--- src/rtl/cpu_pkg.sv ---
// ============================================================================
// Module : cpu_pkg
// Brief  : Shared datapath widths and EX2 state encoding.
// Rev    : 1.0  initial release
// ============================================================================
`default_nettype none

package cpu_pkg;

  localparam int WORD_W    = 16;
  localparam int REG_IDX_W = 4;

  typedef logic [0:0] ex2_state_t;

  localparam ex2_state_t ST_IDLE = 1'b0;
  localparam ex2_state_t ST_BUSY = 1'b1;

endpackage

`default_nettype wire

--- src/rtl/ex2_mem_stage.sv ---
// ============================================================================
// Module : ex2_mem_stage
// Brief  : EX2 stage - branch resolve, dmem req/ack access with timeout,
//          registered writeback bundle and upstream stall.
// Rev    : 1.0  initial release
// ============================================================================
`default_nettype none

module ex2_mem_stage
  import cpu_pkg::*;
#(
  parameter int TIMEOUT_CYCLES = 15
) (
  input  logic                 clk,
  input  logic                 rst_n,
  input  logic [WORD_W-1:0]    ex2_alu_result,
  input  logic [WORD_W-1:0]    ex2_rs2_data,
  input  logic [WORD_W-1:0]    ex2_branch_target,
  input  logic [REG_IDX_W-1:0] ex2_rd,
  input  logic                 ex2_zero,
  input  logic                 ex2_reg_write,
  input  logic                 ex2_mem_read,
  input  logic                 ex2_mem_write,
  input  logic                 ex2_mem_to_reg,
  input  logic                 ex2_branch,
  input  logic                 ex2_branch_ne,
  input  logic                 dmem_ack,
  input  logic [WORD_W-1:0]    dmem_rdata,
  output logic                 dmem_req,
  output logic                 dmem_we,
  output logic [WORD_W-1:0]    dmem_addr,
  output logic [WORD_W-1:0]    dmem_wdata,
  output logic                 stall,
  output logic                 branch_taken,
  output logic [WORD_W-1:0]    branch_target,
  output logic                 wb_valid,
  output logic                 wb_reg_write,
  output logic [REG_IDX_W-1:0] wb_rd,
  output logic [WORD_W-1:0]    wb_data,
  output logic                 mem_fault
);

  localparam logic [7:0] c_timeout_last = 8'(TIMEOUT_CYCLES - 1);

  ex2_state_t r_state;
  logic [7:0] r_cnt;

  logic w_memop;
  logic w_busy;
  logic w_timeout;

  assign w_memop   = ex2_mem_read | ex2_mem_write;
  assign w_busy    = (r_state == ST_BUSY);
  assign w_timeout = w_busy & (r_cnt == c_timeout_last);

  // Ack and timeout both release the pipeline in the cycle they occur.
  assign stall         = w_busy ? (~dmem_ack & ~w_timeout) : w_memop;
  assign branch_taken  = ~w_busy & ex2_branch & (ex2_zero ^ ex2_branch_ne);
  assign branch_target = ex2_branch_target;

  always_ff @(posedge clk or negedge rst_n) begin
    if (!rst_n) begin
      r_state      <= ST_IDLE;
      r_cnt        <= '0;
      dmem_req     <= 1'b0;
      dmem_we      <= 1'b0;
      dmem_addr    <= '0;
      dmem_wdata   <= '0;
      wb_valid     <= 1'b0;
      wb_reg_write <= 1'b0;
      wb_rd        <= '0;
      wb_data      <= '0;
      mem_fault    <= 1'b0;
    end else begin
      case (r_state)
        ST_IDLE: begin
          if (w_memop) begin
            r_state      <= ST_BUSY;
            r_cnt        <= '0;
            dmem_req     <= 1'b1;
            dmem_we      <= ex2_mem_write & ~ex2_mem_read;
            dmem_addr    <= ex2_alu_result;
            dmem_wdata   <= ex2_rs2_data;
            wb_valid     <= 1'b0;
            wb_reg_write <= 1'b0;
          end else begin
            wb_valid     <= 1'b1;
            wb_reg_write <= ex2_reg_write;
            wb_rd        <= ex2_rd;
            wb_data      <= ex2_alu_result;
          end
        end
        default: begin
          if (dmem_ack) begin
            r_state      <= ST_IDLE;
            dmem_req     <= 1'b0;
            wb_valid     <= 1'b1;
            wb_reg_write <= ex2_reg_write & ~dmem_we;
            wb_rd        <= ex2_rd;
            wb_data      <= ex2_mem_to_reg ? dmem_rdata : ex2_alu_result;
          end else if (w_timeout) begin
            // Abandoned access retires without touching the register file.
            r_state      <= ST_IDLE;
            dmem_req     <= 1'b0;
            mem_fault    <= 1'b1;
            wb_valid     <= 1'b1;
            wb_reg_write <= 1'b0;
          end else begin
            r_cnt        <= r_cnt + 8'd1;
            wb_valid     <= 1'b0;
            wb_reg_write <= 1'b0;
          end
        end
      endcase
    end
  end

endmodule

`default_nettype wire

--- config.mk ---
export PLATFORM = sky130hd
export DESIGN_NAME = ex2_mem_stage
export DESIGN_NICKNAME = d
export VERILOG_FILES = /design/src/rtl/cpu_pkg.sv /design/src/rtl/ex2_mem_stage.sv
export SDC_FILE = /design/constraint.sdc
export NUM_CORES = 1
export LEC_CHECK = 0
export BUFFER_PORTS_ARGS = -buffer_cell sky130_fd_sc_hd__buf_4
export CORE_MARGIN = 2
export CORE_UTILIZATION = 45
export DETAILED_ROUTE_END_ITERATION = 8
export PLACE_DENSITY_LB_ADDON = 0.05
export SKIP_LAST_GASP = 1
export SLEW_MARGIN = 30
export SYNTH_ARGS = -nofsm -noshare
export SYNTH_HDL_FRONTEND = slang
export SYNTH_SLANG_ARGS = --single-unit
--- constraint.sdc ---
create_clock -name clk -period 2.3 [get_ports clk]
set_input_delay 0.345 -clock clk [delete_from_list [all_inputs] [get_ports clk]]
set_output_delay 0.345 -clock clk [all_outputs]
set_load 0.01 [all_outputs]
## Word level (Yosys, flattened, before mapping)

Index checks and enable logic that the tools add are counted.

- Add/subtract/negate cells: 1
- Equality and inequality tests: 6
- Multiplexer cells: 27
- Bitwise gates (word level): 13
- Reductions and logical operators: 6

Operators with widths:

| operator | count |
|---|---|
| $mux W16 | 4 |
| $mux W8 | 4 |
| $mux W1 | 16 |
| $mux W4 | 3 |
| $add A8 B1 Y8 const B | 1 |
| $eq A8 B4 Y1 const B | 1 |
| $ne A2 B2 Y1 const B | 4 |
| $and A1 B1 Y1 | 6 |
| $reduce_and A2 Y1 | 3 |
| $reduce_and A3 Y1 | 2 |
| $not A1 Y1 | 5 |
| $ne A3 B2 Y1 const B | 1 |
| $reduce_bool A2 Y1 | 1 |
| $or A1 B1 Y1 | 1 |
| $xor A1 B1 Y1 | 1 |

- Register bits after elaboration: 66
- Input bits: 78
- Output and inout port bits: 75
- Word-level logic and storage cells: 64

## Logic depth before layout (Yosys ltp)

Gate-level depths: netlist of run 1.

- Word-level depth: 5
- Depth in mapped cells: 7
- Gate-level depth less buffers: 6

## Worst setup path after synthesis of run 1

Ideal clock, no wire load.

- Path kind: register to output
- Start point: register r_cnt[4]
- End point: output stall
- Data arrival time: 1584 ps
- Path slack: 371 ps
- Stages on the path, launching flop included: 6
- Path buffers: 1
- Path through: dfrtp_1 > buf_6 > or4b_4 > nor4_4 > or2b_4 > inv_1

- Cells in the longest elaborated chain, start to end: 5

RTL lines:

| element | RTL line | RTL |
|---|---|---|
| start, declared | ex2_mem_stage.sv:46 | `logic [7:0] r_cnt;` |
| start signal, assigned | ex2_mem_stage.sv:109 | `r_cnt <= r_cnt + 8'd1;` |
| $eq A8 B4 Y1 | ex2_mem_stage.sv:54 | `assign w_timeout = w_busy & (r_cnt == c_timeout_last);` |
| $and A1 B1 Y1 | ex2_mem_stage.sv:54 |  |
| $not A1 Y1 | ex2_mem_stage.sv:57 | `assign stall = w_busy ? (~dmem_ack & ~w_timeout) : w_memop;` |
| $and A1 B1 Y1 | ex2_mem_stage.sv:57 |  |
| $mux W1 | ex2_mem_stage.sv:57 |  |
| end, declared | ex2_mem_stage.sv:33 | `output logic stall,` |

No other way between the ends.

## Worst setup path in the final report of run 1

- Start point: register r_cnt[5]
- End point: output stall

Same word-level chain as after synthesis.

==> flow_summary.ini, run 1 <==
[run_status]
status = finished clean

[clock_tree]
ctsRootBufferMaster = clkbuf_8
cts_sinks = 66
clockBufferDepth = 2
cts_tree = built
clkTransAtPathRegs_ps = 70
h-tree-depth = 3
cts_made_buffers = 9
clock_latency_ps = 320

[worst_setup_path]
crit_arrival_ps = 1810
criticalPathCategory = reg2out
cp.required_ps = 1960
cp_max_fo = 3
endpoint_kind = output port
cp-start-kind = register
r2r_cells = 4

[placed_design]
port_buffers = 120
gp_congestion = 0.8053
dp_hpwl_mm = 4.755

[timing]
timing.fmax_mhz = 465.0
relSlewSlack = 0.4562
finalHoldViolCount = 0
slew_viol_final = 0
final.setup_skew_ps = 7.088
finalSetupViolations = 0
tightest_slew_ps = 815.7
final.setup.tns_ps = 0
hold_slack_ps = 113.2
layout_min_cycle_time_ps = 2150
rsz0062_at_grt = false
post-route-period-util = 0.9349

[logic_synthesis]
syn_inst = 241
syn_avg_cell_area_um2 = 12.08
yosys.area_share.simple = 0.08383
synth-adder-area-share = 0.008598
synthXorXnorAreaFrac = 0.003009
yosysUniqueCellTypes = 36
yosysWarnings = 0
ys_ff_latch = 66
yosys_most_used_dff = dfrtp_1
synth_top_family_by_area = multiplexers
ys_seq_area_frac = 0.5675
synthArstFlopShare = 1.000
syn_area_um2 = 2910
synth_compound_area_frac = 0.09200
syn_nets = 321
synth_edf_count = 0
muxShareOfSynthArea = 0.1788

[global_routing]
first_global_vias = 2349
gr-usage-all-layers = 0.1944
grt_start_max_net_pins = 67
grt-ovfl-total = 0
grt_pass1_wl_mm = 10.95
antenna_found_initial = 0

[route]
dr_wl_met3_um = 625
vias_per_cell = 5.005
wl_mm = 6.574
via_count = 2202
wl_met1_mm = 2.677
wl_per_cell_um = 14.94
first_pass_iters = 4
dr_wl_met2_mm = 3.083
postRouteAntennaNets = 0
highest_layer = met4
drc = 0
drt-initial-drc-count = 68

[flow_run]
cap_violations = 0

[floorplanning]
start_util = 0.4610
io_pins = 153
die_h_um = 84.42
coreArea_um2 = 6314
die_w_um = 84.42
die_area_um2 = 7127
rows = 29

[finish]
antenna_cells = 0
final_core_util = 0.6403
area_growth_pct = 38.91
nNetsFinal = 438
drive_gt1_frac = 0.5124

[hold_path]
hp-class = in2async

[pwr]
p_leak_nw = 2.035
p_total_mw = 3.502
max-vdd-ir-drop_uv = 474.9
power_density_nw_per_um2 = 866.3
sequential cells by signal (all words and copies together) (netlist names):
signal / cells
r_cnt: 8
dmem_req: 1
wb_reg_write: 1
wb_rd: 4
dmem_wdata: 16
dmem_we: 1
wb_data: 16
dmem_addr: 16
mem_fault: 1
r_state: 1
wb_valid: 1
cell usage after synthesis (3+ instances only):
cell type   n  area [um^2]
buf_4      16        120.1
dfrtp_1    66         1652
nand2_1    35        131.4
o31ai_1     4        30.03
and3_1      3        18.77
mux2i_1    16        160.2
mux2_2     32        360.4
o21ai_0    22        110.1
clkbuf_1    6        22.52
buf_2       4        20.02
a21oi_1     4        20.02
a31oi_1     3        18.77
inv_1       5        18.77
path summary, 6_finish.rpt:
kind | startpoint | endpoint | slack [ps]
setup / recovery | r_cnt[5]$_DFFE_PN0P_ | stall | 150
hold / removal | rst_n | dmem_we$_DFFE_PN0P_ | 110
setup reg to reg | r_cnt[5]$_DFFE_PN0P_ | r_cnt[5]$_DFFE_PN0P_ | 480
hold reg to reg | wb_rd[1]$_DFFE_PN0P_ | wb_rd[1]$_DFFE_PN0P_ | 470
max in group asynchronous | rst_n | r_cnt[2]$_DFFE_PN0P_ | 1610
min in group clk | ex2_rd[2] | wb_rd[2]$_DFFE_PN0P_ | 220
cell type report:
| class | count | area, um^2 |
|---|---|---|
| Clock buffer | 14 | 162.7 |
| Clock inverter | 2 | 35.03 |
| Fill cell | 537 | 2271 |
| Inverter | 5 | 18.77 |
| Multi-Input combinational cell | 143 | 1077 |
| Sequential cell | 66 | 1654 |
| Tap cell | 77 | 96.34 |
| Timing Repair Buffer | 133 | 998.5 |
cells by family after synthesis:
| logic type | after synthesis |
|---|---|
| adders and majority gates | 2 |
| muxes | 48 |
| xor gates and xnor gates | 1 |
| DFF | 66 |
| and+or+nand+nor | 48 |
| buffers and inverters | 32 |
| AOI/OAI and AO/OA | 44 |
stage by stage:
step	area [um^2]	std cells	setup slack, ps
6_report	4043	440	149.6
5_1_grt	4043	440	59.71
4_1_cts	4011	436	54.74
3_5_place_dp	3797	418	336.9
3_3_place_gp	3797	418	342.9
2_1_floorplan	2910	241	370.6
placed cells by master (no fill, tap or decap), drive strengths merged, types with 3 or more instances in the layout:
| cell | instances |
|---|---|
| a21oi | 4 |
| a31oi | 3 |
| and3 | 3 |
| buf | 133 |
| clkbuf | 14 |
| dfrtp | 66 |
| inv | 5 |
| mux2 | 32 |
| mux2i | 16 |
| nand2 | 35 |
| o21ai | 23 |
| o31ai | 4 |
layer usage:
metal / GRT usage / up-vias
met5: 0 / -
met4: 0.09668 / 0
met2: 0.2958 / 81
met3: 0.07375 / 20
met1: 0.2447 / 1037
li1: - / 1064
critical path, stage by stage (launching register included):
cell	delay [ps]
dfrtp_1	390
or4b_4	570
nor4_4	170
or2b_4	170
inv_1	50
buf_4	130
power breakdown:
group	internal (mW)	switching [mW]	leakage [nW]	total, mW
Sequential	1.40	0.135	0.800	1.53
Clock	0.561	0.418	0.101	0.979
Combinational	0.554	0.435	1.13	0.989
Total	2.51	0.987	2.03	3.50
repair_timing:
action / CTS / global route
hold buffers: 0 / 0
pin swaps: 0 / 1
setup endpoints to repair: 1 / 1
resized for setup: 1 / 1
setup buffers: 2 / 4
No activity file was read; power rests on OpenSTA's default activity.
==> inputs of run 2 (changes only) <==
--- a/config.mk
+++ b/config.mk
@@ -9,7 +9,9 @@
 export CORE_MARGIN = 2
 export CORE_UTILIZATION = 45
 export DETAILED_ROUTE_END_ITERATION = 8
+export MAX_ROUTING_LAYER = met4
 export PLACE_DENSITY_LB_ADDON = 0.05
+export SETUP_SLACK_MARGIN = 0.3
 export SKIP_LAST_GASP = 1
 export SLEW_MARGIN = 30
 export SYNTH_ARGS = -nofsm -noshare
==> run 2 against run 1 <==
Clock power barely moved. Non-clock buffer count fell by 2. Count of clock-buffer cells in the layout did not move. Final cell count is 0.45% lower. Utilization is 0.099 points lower. Sequential power hardly changed. Worst setup slack better by 43 ps.
==> flow_summary.ini, run 2 (synthesis results as in run 1) <==
[global_routing]
grt_pass1_wl_mm = 11.05
antenna_found_initial = 0
grt_start_max_net_pins = 67
first_global_vias = 2367
grt-ovfl-total = 0
gr-usage-all-layers = 0.2022

[pwr]
internal_power_mw = 2.522
p_seq_frac = 0.437
p_total_mw = 3.514
p_leak_nw = 2.025
power_density_nw_per_um2 = 870.5
pwr-share-comb = 0.285
max-vdd-ir-drop_uv = 474.4
power_frac_clock = 0.278
p_sw_mw = 0.9913
switching_share = 0.2821

[finish]
top_regs = dmem_addr x16, dmem_wdata x16, wb_data x16
layout_commonest_cell = buf_4
multi_input_area_um2 = 1082
final_core_util = 0.6393
register_area_um2 = 1654
stdcell_count = 438
drive_gt1_frac = 0.5152
fill_cells = 536
nNetsFinal = 436
area_growth_pct = 38.69
final_cell_mix = buf_4, dfrtp_1, nand2_1, mux2_2, o21ai_0
antenna_cells = 0

[timing]
timing.fmax_mhz = 474.5
rsz0062_at_grt = true
final.setup_skew_ps = 6.294
final.setup.tns_ps = 0
post-route-period-util = 0.9163
finalSetupViolations = 0
hold_slack_ps = 112.5
tightest_slew_ps = 815.4
finalHoldViolCount = 0
layout_min_cycle_time_ps = 2107
slew_viol_final = 0
relSlewSlack = 0.4564

[clock_tree]
cts_made_buffers = 9
ctsRootBufferMaster = clkbuf_8
clockBufferDepth = 2
h-tree-depth = 3
cts_tree = built
clkTransAtPathRegs_ps = 70
hold_buffers = 0
clock_latency_ps = 320
cts_sinks = 66

[route]
wl_mm = 6.597
postRouteAntennaNets = 0
via_count = 2217
wl_per_cell_um = 15.06
first_pass_iters = 4
drc = 0
vias_per_cell = 5.062
drt-initial-drc-count = 115

[floorplanning]
die_h_um = 84.42
start_util = 0.4610
io_pins = 153
die_area_um2 = 7127
die_w_um = 84.42
rows = 29
coreArea_um2 = 6314

[worst_setup_path]
cp-start-kind = register
path_delay_family = simple AND/OR/NAND/NOR gates
endpoint_kind = output port
cpPeakStageDelay_ps = 560
crit_arrival_ps = 1760
cp.required_ps = 1960
cp_max_fo = 2
criticalPathCategory = reg2out
cp_cell_sequence = or4b_4 -> nor4_4 -> or2b_4 -> inv_2 -> buf_6
critPathSlowestCell = or4b_4
path_buf_inv = 2

[placed_design]
gp_congestion = 0.8170
placed_cells = 418
port_buffers = 120
dp_hpwl_mm = 4.755

[hold_path]
hp-class = in2async

[flow_run]
cap_violations = 0

[run_status]
status = finished clean
run 2: final cells by class:
| type | count | area share |
|---|---|---|
| Tap cell | 77 | 0.02387 |
| Clock buffer | 14 | 0.04030 |
| Timing Repair Buffer | 131 | 0.2446 |
| Inverter | 5 | 0.004650 |
| Clock inverter | 2 | 0.008679 |
| Multi-Input combinational cell | 143 | 0.2681 |
| Sequential cell | 66 | 0.4098 |
run 2: worst reg2reg max path, delay by kind of cell (launching register included):
kind / cells / cell delay [ps]
AOI/OAI and AO/OA: 2 / 340
buffers and inverters: 1 / 160
DFF: 1 / 400
and+or+nand+nor: 2 / 900
run 2: what timing repair did:
action	in CTS	in global routing
setup endpoints to repair	1	2
pin swaps	2	0
setup buffers	4	0
gates resized for setup	3	2
run 2: power by group through the flow:
stage	sequential, mW	clock (mW)	combinational, mW
after detailed placement	1.57	0	0.981
after global placement	1.56	0	0.965
after floorplan	1.64	0	0.396
after CTS	1.54	1.01	1.02
after global routing	1.57	1.06	1.09
final	1.54	0.977	1.00
run 2: path summary, 6_finish.rpt:
path | start | end | slack (ps) | depth (start not counted)
max | r_cnt[4]$_DFFE_PN0P_ | stall | 190 | 5
min | rst_n | dmem_we$_DFFE_PN0P_ | 110 | 1
max reg2reg | r_cnt[4]$_DFFE_PN0P_ | r_cnt[3]$_DFFE_PN0P_ | 420 | 5
min reg2reg | wb_rd[1]$_DFFE_PN0P_ | wb_rd[1]$_DFFE_PN0P_ | 470 | 2
max in group asynchronous | rst_n | r_cnt[2]$_DFFE_PN0P_ | 1620 | 1
min in group clk | ex2_rd[2] | wb_rd[2]$_DFFE_PN0P_ | 220 | 3
run 2: routing by layer:
metal  up-vias  track usage  routed length, um
met3        18      0.06096                557
met4         0      0.09524                153
met5         -            -                  0
met1      1052       0.2556               2767
met2        86       0.2994               3120
li1       1061            -                  -
run 2: through the flow:
stage	setup WS (ps)	instance area, um^2
floorplan	370.6	2910
global placement	342.9	3797
detailed placement	336.9	3797
CTS	178.0	4030
global route	110.8	4036
finish	192.6	4036
